**src/rtl/sap1_controller_sequencer.sv**
```systemverilog
// SAP-1 controller/sequencer: six-state one-hot ring counter plus a halt state,
// decoding the opcode nibble into the 12-bit control word for the datapath.
module sap1_controller_sequencer #(
  parameter logic [3:0] OP_LDA = 4'b0000,
  parameter logic [3:0] OP_ADD = 4'b0001,
  parameter logic [3:0] OP_SUB = 4'b0010,
  parameter logic [3:0] OP_OUT = 4'b1110,
  parameter logic [3:0] OP_HLT = 4'b1111
) (
  input  logic       CLK,
  input  logic       CLR_bar,
  input  logic       RUN,
  input  logic [3:0] instruction,
  output logic       Cp,
  output logic       Ep,
  output logic       L_M_bar,
  output logic       CE_bar,
  output logic       L_I_bar,
  output logic       E_I_bar,
  output logic       L_A_bar,
  output logic       E_A,
  output logic       S_U,
  output logic       E_U,
  output logic       L_B_bar,
  output logic       L_O_bar,
  output logic       HLT,
  output logic [5:0] T_state
);

  // One-hot encoding; the low six bits double as the T_state ring display.
  typedef enum logic [6:0] {
    S_T1     = 7'b0000001,
    S_T2     = 7'b0000010,
    S_T3     = 7'b0000100,
    S_T4     = 7'b0001000,
    S_T5     = 7'b0010000,
    S_T6     = 7'b0100000,
    S_HALTED = 7'b1000000
  } state_t;

  state_t state;
  state_t next_state;

  always_ff @(posedge CLK) begin
    if (!CLR_bar) state <= S_T1;
    else          state <= next_state;
  end

  always_comb begin
    next_state = state;
    case (state)
      S_T1:     if (RUN) next_state = S_T2;
      S_T2:     if (RUN) next_state = S_T3;
      S_T3:     if (RUN) next_state = S_T4;
      S_T4:     if (RUN) next_state = (instruction == OP_HLT) ? S_HALTED : S_T5;
      S_T5:     if (RUN) next_state = S_T6;
      S_T6:     if (RUN) next_state = S_T1;
      S_HALTED: next_state = S_HALTED;
      default:  next_state = S_T1;
    endcase
  end

  assign T_state = state[5:0];

  // RUN=0 freezes the ring and forces every control line inactive; the halt
  // indication in T4 is also gated by RUN since the halt only happens on an advance.
  always_comb begin
    Cp      = 1'b0;
    Ep      = 1'b0;
    L_M_bar = 1'b1;
    CE_bar  = 1'b1;
    L_I_bar = 1'b1;
    E_I_bar = 1'b1;
    L_A_bar = 1'b1;
    E_A     = 1'b0;
    S_U     = 1'b0;
    E_U     = 1'b0;
    L_B_bar = 1'b1;
    L_O_bar = 1'b1;
    HLT     = (state == S_HALTED);
    if (RUN) begin
      case (state)
        S_T1: begin
          Ep      = 1'b1;
          L_M_bar = 1'b0;
        end
        S_T2: Cp = 1'b1;
        S_T3: begin
          CE_bar  = 1'b0;
          L_I_bar = 1'b0;
        end
        S_T4: begin
          if (instruction == OP_LDA || instruction == OP_ADD || instruction == OP_SUB) begin
            E_I_bar = 1'b0;
            L_M_bar = 1'b0;
          end else if (instruction == OP_OUT) begin
            E_A     = 1'b1;
            L_O_bar = 1'b0;
          end else if (instruction == OP_HLT) begin
            HLT = 1'b1;
          end
        end
        S_T5: begin
          if (instruction == OP_LDA) begin
            CE_bar  = 1'b0;
            L_A_bar = 1'b0;
          end else if (instruction == OP_ADD || instruction == OP_SUB) begin
            CE_bar  = 1'b0;
            L_B_bar = 1'b0;
            S_U     = (instruction == OP_SUB);
          end
        end
        S_T6: begin
          if (instruction == OP_ADD || instruction == OP_SUB) begin
            E_U     = 1'b1;
            L_A_bar = 1'b0;
            S_U     = (instruction == OP_SUB);
          end
        end
        default: ;
      endcase
    end
  end

endmodule

```
**config.mk**
```make
export PLATFORM = sky130hd
export DESIGN_NAME = sap1_controller_sequencer
export DESIGN_NICKNAME = d
export VERILOG_FILES = /design/src/rtl/sap1_controller_sequencer.sv
export SDC_FILE = /design/constraint.sdc
export NUM_CORES = 1
export LEC_CHECK = 0
export CELL_PAD_IN_SITES_DETAIL_PLACEMENT = 1
export CELL_PAD_IN_SITES_GLOBAL_PLACEMENT = 2
export CORE_UTILIZATION = 25
export CTS_BUF_LIST = sky130_fd_sc_hd__clkbuf_8
export DETAILED_ROUTE_END_ITERATION = 10
export GPL_ROUTABILITY_DRIVEN = 0
export PLACE_DENSITY_LB_ADDON = 0.1
export REMOVE_ABC_BUFFERS = 1
export SLEW_MARGIN = 20
export SYNTH_ARGS = -nofsm -noshare
export SYNTH_HDL_FRONTEND = slang
export SYNTH_SLANG_ARGS = --single-unit
```
**constraint.sdc**
```tcl
create_clock -name CLK -period 4.35 [get_ports CLK]
set_input_delay 0.435 -clock CLK [delete_from_list [all_inputs] [get_ports CLK]]
set_output_delay 0.435 -clock CLK [all_outputs]
set_load 0.05 [all_outputs]
```
# Word level (Yosys, flattened, before mapping)

Index checks and enable logic that the tools add are counted.
Widths: inputs -> output; s select.

Flip-flop bits (word level): 7
Logic and storage cells: 72

Eq/ne operators: 17
Mux-type cells: 49
Reduce and logical (&&, ||, !) cells: 5

Operators with widths:

| kind               | number |
|---|---|
| $mux 7             | 7 |
| $pmux 7 s7         | 1 |
| $mux 1             | 37 |
| $ne 2x2->1 const B | 6 |
| $eq 4x4->1 const B | 2 |
| $pmux 1 s2         | 4 |
| $eq 7x1->1 const B | 1 |
| $eq 7x2->1 const B | 1 |
| $eq 7x3->1 const B | 1 |
| $eq 7x4->1 const B | 1 |
| $eq 7x5->1 const B | 1 |
| $eq 7x6->1 const B | 1 |
| $eq 7x7->1 const B | 1 |
| $reduce_and 6->1   | 1 |
| $eq 4x1->1 const B | 1 |
| $eq 4x2->1 const B | 1 |
| $logic_not 4->1    | 1 |
| $logic_or 1x1->1   | 3 |

# Depth between registers and ports, before layout

Gate-level depths: netlist (run 1).

Depth in word-level cells: 6
Mapped depth: 6
Depth with buffers taken out: 4

# Worst setup path after synthesis (run 1)

OpenSTA, ideal clock, no wires.

Kind: reg-to-output
Start point: register state[6]
End point: output port L_M_bar
Data arrival time: 2628 ps
Path slack: 1287 ps
Cell stages (with the launch flop): 5
Path through: dfxtp_1 > nor3_2 > nand3_1 > nor3b_1 > a21oi_1

Longest elaborated chain between the ends: 3

RTL lines:

| element                                         | RTL line | RTL |
|---|---|---|
| from (decl)                                     | 41       | `state_t state;` |
| from (signal assigned)                          | 46       | `else state <= next_state;` |
| $eq 7x4->1 / $eq 7x1->1 (equally long branches) | 82       | `case (state)` |
| $pmux 1 s2 *                                    | 82       |  |
| $mux 1 *                                        | 81       | `if (RUN) begin` |
| to (decl)                                       | 16       | `output logic L_M_bar,` |

Mark *: on every way between the ends. The rest lies on a longest branch, timed or not.

# Worst setup path after layout (run 1)

Start point: input port RUN
End point: output port S_U

Longest elaborated chain between the ends: 1

RTL lines:

| element     | RTL line | RTL |
|---|---|---|
| from (decl) | 12       | `input logic RUN,` |
| $mux 1      | 81       |  |
| to (decl)   | 22       | `output logic S_U,` |

No other way between the ends.

==> results.sh, run 1 <==
export IMPL_start_util=0.265
export IMPL_hold_buffers=0
export IMPL_worstPathMaxFanout=17
export IMPL_max_slew_margin=0.579
export IMPL_ys_warn_count=0
export IMPL_cts_sink_count=7
export IMPL_worstPathRequired_ns=3.91
export IMPL_postLayoutCoreUtil=0.371
export IMPL_leakage_nw=0.315
export IMPL_drive_above_1_share=0.0755
export IMPL_fp_coreArea_sq_um=2480
export IMPL_cts_tree="done"
export IMPL_die_area_sq_um=2830
export IMPL_via_per_inst=4.97
export IMPL_drv_slew=0
export IMPL_ir_worst_vdd_mv=0.233
export IMPL_power_w=0.000205
export IMPL_postCtsSetupRepairBufs=0
export IMPL_slowest_delay_ns=0.87
export IMPL_worst_setup_path_type="in2out"
export IMPL_overflow=0
export IMPL_drc=0
export IMPL_cp_start_kind="primary input"
export IMPL_die_h_um=53.2
export IMPL_insertedDiodeCount=0
export IMPL_crit_top_cell="clkdlybuf4s50_1"
export IMPL_nNetsFinal=114
export IMPL_power_per_cell_area_nw_per_um2=223
export IMPL_synth_edf_count=0
export IMPL_min_period_over_period=0.718
export IMPL_dp_hpwl_mm=1.38
export IMPL_seq_power_share=0.344
export IMPL_regMostFlops="state"
export IMPL_area_growth_pct=40.3
export IMPL_synthDistinctLibCells=37
export IMPL_crit_chain="clkdlybuf4s50_1 -> nand3_4 -> a2111oi_2 -> clkdlybuf4s50_1"
export IMPL_largest_reg_flops=7
export IMPL_hold_viol=0
export IMPL_async_reset_ff_frac=0
export IMPL_switching_share=0.293
export IMPL_drt_pass1_iter_count=2
export IMPL_grt_max_degree=18
export IMPL_clk_pin_slew_ns=0.04
export IMPL_drt_total_wl_mm=1.77
export IMPL_clk_path_buf_depth=2
export IMPL_largestRegisters="state x7"
export IMPL_rows=18
export IMPL_detail_route_wl_per_cell_um=13.0
export IMPL_numCtsBuffers=3
export IMPL_setup_viol=0
export IMPL_ctsHtreeMaxLevel=1
export IMPL_pwr_share_clk=0.431
export IMPL_avgSynthCellArea_sq_um=7.54
export IMPL_fin_worst_skew_ns=0.00285
export IMPL_netlist_area_sq_um=656
export IMPL_postRouteAntennaNets=0
export IMPL_ys_seq_area_frac=0.214
export IMPL_first_global_vias=628
export IMPL_track_usage=0.148
export IMPL_fin_setup_tns_ns=0
export IMPL_max_freq_mhz=320
export IMPL_cp_end_kind="output pin"
export IMPL_antenna_found_initial=0
export IMPL_drt_iter0_drc=2
export IMPL_synth_cells=87
export IMPL_intPower_w=0.000145
export IMPL_cts_resized=0
export IMPL_grt_pass1_wl_mm=3.02
export IMPL_cts_root_buf="clkbuf_8"
export IMPL_final_cell_mix="clkdlybuf4s50_1 (25), nor2_1 (9), dfxtp_1 (7)"
export IMPL_pin_count=26
export IMPL_ys_flop_type="dfxtp_1"
export IMPL_rsz0062_at_grt="no"
export IMPL_slowest_stage="clkdlybuf4s50_1"
export IMPL_layout_commonest_cell="clkdlybuf4s50_1"
export IMPL_status="completed"
export IMPL_finalCriticalPeriod_ns=3.12
export IMPL_power_switching_w=0.0000599
export IMPL_worstMarginPinSlew_ns=0.629
export IMPL_ys_ff_latch=7
export IMPL_max_cap_violations=0
export IMPL_dieWidth_um=53.2
export IMPL_io_buffers=25
export IMPL_arrival_ns=2.69
export IMPL_clk_latency_ns=0.23
export IMPL_vias=676
export IMPL_comb_power_share=0.226
export IMPL_hp_class="reg2reg"
per-layer routing:
metal / vias up / GRT usage / share of wire
li1: 352 / - / -
met1: 309 / 0.201 / 0.50
met2: 15 / 0.223 / 0.46
met3: 0 / 0.0517 / 0.048
met4: 0 / 0.0263 / 0
met5: - / 0 / 0
synth_stat cells, drive strengths merged (2+ instances only):
cell	instances	share of area
buf	9	0.099
nor2	9	0.052
dfxtp	7	0.21
nor3	6	0.053
a21oi	5	0.038
nand2	5	0.029
nand3	5	0.057
nand2b	4	0.038
nor2b	4	0.038
nor3b	4	0.046
o21ai	4	0.031
nor4	3	0.052
a2111oi	2	0.036
and3b	2	0.027
inv	2	0.011
nand4	2	0.019
or3	2	0.019
worst max-delay path, delay by kind of cell:
family | cells | cell delay, ns
AND/OR/NAND/NOR | 1 | 0.15
buffers and inverters | 2 | 1.73
AO/OA/AOI/OAI | 1 | 0.37
logic make-up after synthesis:
| logic type | Yosys count | share of synthesized area |
|---|---|---|
| xor gates and xnor gates | 1 | 0.0134 |
| DFF | 7 | 0.214 |
| AOI/OAI and AO/OA | 17 | 0.183 |
| and+or+nand+nor | 50 | 0.473 |
| buffers and inverters | 12 | 0.116 |
worst paths after layout:
kind                            slack [ns]  cells past startpoint       end  startpoint
worst max-delay path                  1.23                      4       S_U         RUN
worst min-delay path                  0.67                      1  state[3]    state[1]
worst max register to register        2.84                      4  state[0]    state[3]
worst min register to register        0.67                      1  state[3]    state[1]
area by class of cell:
cell class | count | area, sq um
clock buffers | 3 | 41.3
flip-flops and latches | 7 | 140
multi-input cells | 68 | 439
clock inverters | 1 | 3.75
repair buffers | 25 | 250
inverters | 2 | 7.51
well taps | 30 | 37.5
fillers | 317 | 1560
power by group through the flow:
stage	Combinational [W]	Sequential (W)	Clock, W
after floorplan	0.0000218	0.0000754	0
after global placement	0.0000466	0.0000715	0
after detailed placement	0.0000465	0.0000714	0
after CTS	0.0000467	0.0000704	0.0000902
after global routing	0.0000499	0.0000707	0.0000951
final	0.0000462	0.0000704	0.0000882
through the flow:
stage / hold WS, ns / setup slack (ns) / cell area [sq um] / std cells
floorplan: 0.515 / 1.03 / 587 / 77
global placement: 0.670 / 1.27 / 875 / 132
detailed placement: 0.665 / 1.22 / 875 / 132
CTS: 0.679 / 1.22 / 920 / 136
global route: 0.722 / 1.12 / 920 / 136
finish: 0.670 / 1.23 / 920 / 136
Note: power is estimated with default switching activity, not from simulation.
==> inputs of run 2 (changes only) <==
--- a/config.mk
+++ b/config.mk
@@ -7,7 +7,7 @@
 export LEC_CHECK = 0
 export CELL_PAD_IN_SITES_DETAIL_PLACEMENT = 1
 export CELL_PAD_IN_SITES_GLOBAL_PLACEMENT = 2
-export CORE_UTILIZATION = 25
+export CORE_UTILIZATION = 21
 export CTS_BUF_LIST = sky130_fd_sc_hd__clkbuf_8
 export DETAILED_ROUTE_END_ITERATION = 10
 export GPL_ROUTABILITY_DRIVEN = 0
==> constraint.sdc (replaced) <==
create_clock -name CLK -period 2.65 [get_ports CLK]
set_input_delay 0.265 -clock CLK [delete_from_list [all_inputs] [get_ports CLK]]
set_output_delay 0.265 -clock CLK [all_outputs]
set_load 0.05 [all_outputs]
==> run 2 against run 1 <==
Effect of this change:
- the flow now finishes with violations (DRC)
- final cell count is 4.4% higher
- total power is 71% higher
- clock-buffer cell count is the same
- largest cell class unchanged
==> results.sh, run 2 (synthesized netlist as in run 1, its figures left out) <==
export IMPL_dpl_cell_count=138
export IMPL_cp_start_kind="flop"
export IMPL_intPower_w=0.000245
export IMPL_dieWidth_um=57.9
export IMPL_hold_viol=0
export IMPL_leakage_nw=0.363
export IMPL_power_switching_w=0.000105
export IMPL_max_freq_mhz=415
export IMPL_finalCriticalPeriod_ns=2.41
export IMPL_track_usage=0.127
export IMPL_cts_sink_count=7
export IMPL_fin_worst_skew_ns=0.00364
export IMPL_worstPathRequired_ns=2.38
export IMPL_vias=707
export IMPL_area_growth_pct=49.6
export IMPL_max_cap_violations=0
export IMPL_dp_hpwl_mm=1.55
export IMPL_reg2reg_setup_slack_ns=1.15
export IMPL_start_util=0.230
export IMPL_largest_reg_flops=7
export IMPL_die_area_sq_um=3350
export IMPL_power_per_cell_area_nw_per_um2=357
export IMPL_rsz0062_at_grt="no"
export IMPL_detail_route_wl_per_cell_um=13.9
export IMPL_switching_share=0.301
export IMPL_largestRegisters="state x7"
export IMPL_clk_latency_ns=0.23
export IMPL_stdcell_count=142
export IMPL_arrival_ns=2.14
export IMPL_io_buffers=25
export IMPL_seq_power_share=0.323
export IMPL_final_area_sq_um=981
export IMPL_clk_path_buf_depth=2
export IMPL_overflow=0
export IMPL_nFillCells=347
export IMPL_cts_resized=0
export IMPL_setup_viol=0
export IMPL_pin_count=26
export IMPL_cts_root_buf="clkbuf_8"
export IMPL_grt_pass1_wl_mm=3.26
export IMPL_antenna_found_initial=0
export IMPL_hp_class="reg2reg"
export IMPL_comb_power_share=0.250
export IMPL_drt_total_wl_mm=1.98
export IMPL_drive_above_1_share=0.216
export IMPL_via_per_inst=4.98
export IMPL_min_period_over_period=0.909
export IMPL_worstPathMaxFanout=10
export IMPL_status="complete, but fails checks"
export IMPL_fp_coreArea_sq_um=2850
export IMPL_numCtsBuffers=3
export IMPL_insertedDiodeCount=0
export IMPL_max_slew_margin=0.666
export IMPL_postCtsSetupRepairBufs=0
export IMPL_hold_buffers=0
export IMPL_pwr_share_clk=0.427
export IMPL_ctsHtreeMaxLevel=1
export IMPL_layout_commonest_cell="clkdlybuf4s50_1"
export IMPL_place_area_sq_um=936
export IMPL_cts_tree="done"
export IMPL_drc=2
export IMPL_die_h_um=57.9
export IMPL_drt_pass1_iter_count=7
export IMPL_nNetsFinal=119
export IMPL_first_global_vias=680
export IMPL_grt_max_degree=11
export IMPL_postLayoutCoreUtil=0.344
export IMPL_worst_setup_path_type="reg2out"
export IMPL_drv_slew=0
export IMPL_hold_worst_slack_ns=0.638
export IMPL_worstMarginPinSlew_ns=0.499
export IMPL_rows=19
export IMPL_clk_pin_slew_ns=0.04
export IMPL_drt_iter0_drc=5
export IMPL_regMostFlops="state"
export IMPL_violations="DRC"
export IMPL_final_cell_mix="clkdlybuf4s50_1 (14), buf_4 (12), nor2_1 (9), dfxtp_1 (7)"
export IMPL_postRouteAntennaNets=0
export IMPL_ir_worst_vdd_mv=0.191
export IMPL_cp_end_kind="output pin"
## run 2: layout make-up
cell class                      instances  area [sq um]  area share
Tap cell                               31          38.8      0.0395
Sequential cell                         7           140       0.143
Clock buffer                            3          41.3      0.0421
Clock inverter                          1          3.75     0.00383
Inverter                                2          7.51     0.00765
Multi-Input combinational cell         68           439       0.448
Timing Repair Buffer                   30           310       0.316
## run 2: critical path: stages (launching register included)
cell,delay [ns]
dfxtp_1,0.40
nor4_4,0.31
and2b_4,0.23
nand3_4,0.09
o21bai_1,0.19
clkdlybuf4s50_1,0.70
## run 2: final timing paths
kind            start  endpoint  cells past startpoint
max reg2reg  state[3]  state[6]                      4
min          state[1]  state[3]                      2
max          state[3]   L_A_bar                      5
min reg2reg  state[1]  state[3]                      2
## run 2: power by group through the flow
stage               clock network (W)  logic (W)  registers (W)
global route                 0.000161  0.0000943       0.000114
detailed placement                  0  0.0000886       0.000115
finish                       0.000149  0.0000877       0.000113
global placement                    0  0.0000875       0.000115
CTS                          0.000153  0.0000887       0.000113
floorplan                           0  0.0000358       0.000124
## run 2: per-layer routing
layer / global-route usage / share of wire
met4: 0.0306 / 0.0040
met3: 0.0402 / 0.040
met2: 0.197 / 0.49
met5: 0 / 0
met1: 0.173 / 0.47
## run 2: stage by stage
stage	power [W]	setup slack, ns	setup TNS, ns
floorplan	0.000160	-0.499	-0.970
global placement	0.000202	0.343	0
detailed placement	0.000203	0.271	0
CTS	0.000355	0.232	0
global route	0.000369	0.106	0
finish	0.000350	0.241	0
==> inputs of run 3 (changes only) <==
--- a/config.mk
+++ b/config.mk
@@ -13,6 +13,7 @@
 export GPL_ROUTABILITY_DRIVEN = 0
 export PLACE_DENSITY_LB_ADDON = 0.1
 export REMOVE_ABC_BUFFERS = 1
+export SKIP_CTS_REPAIR_TIMING = 1
 export SLEW_MARGIN = 20
 export SYNTH_ARGS = -nofsm -noshare
 export SYNTH_HDL_FRONTEND = slang
==> results of run 3 <==
The final DEF is identical to that of run 2; final timing and power are the same.
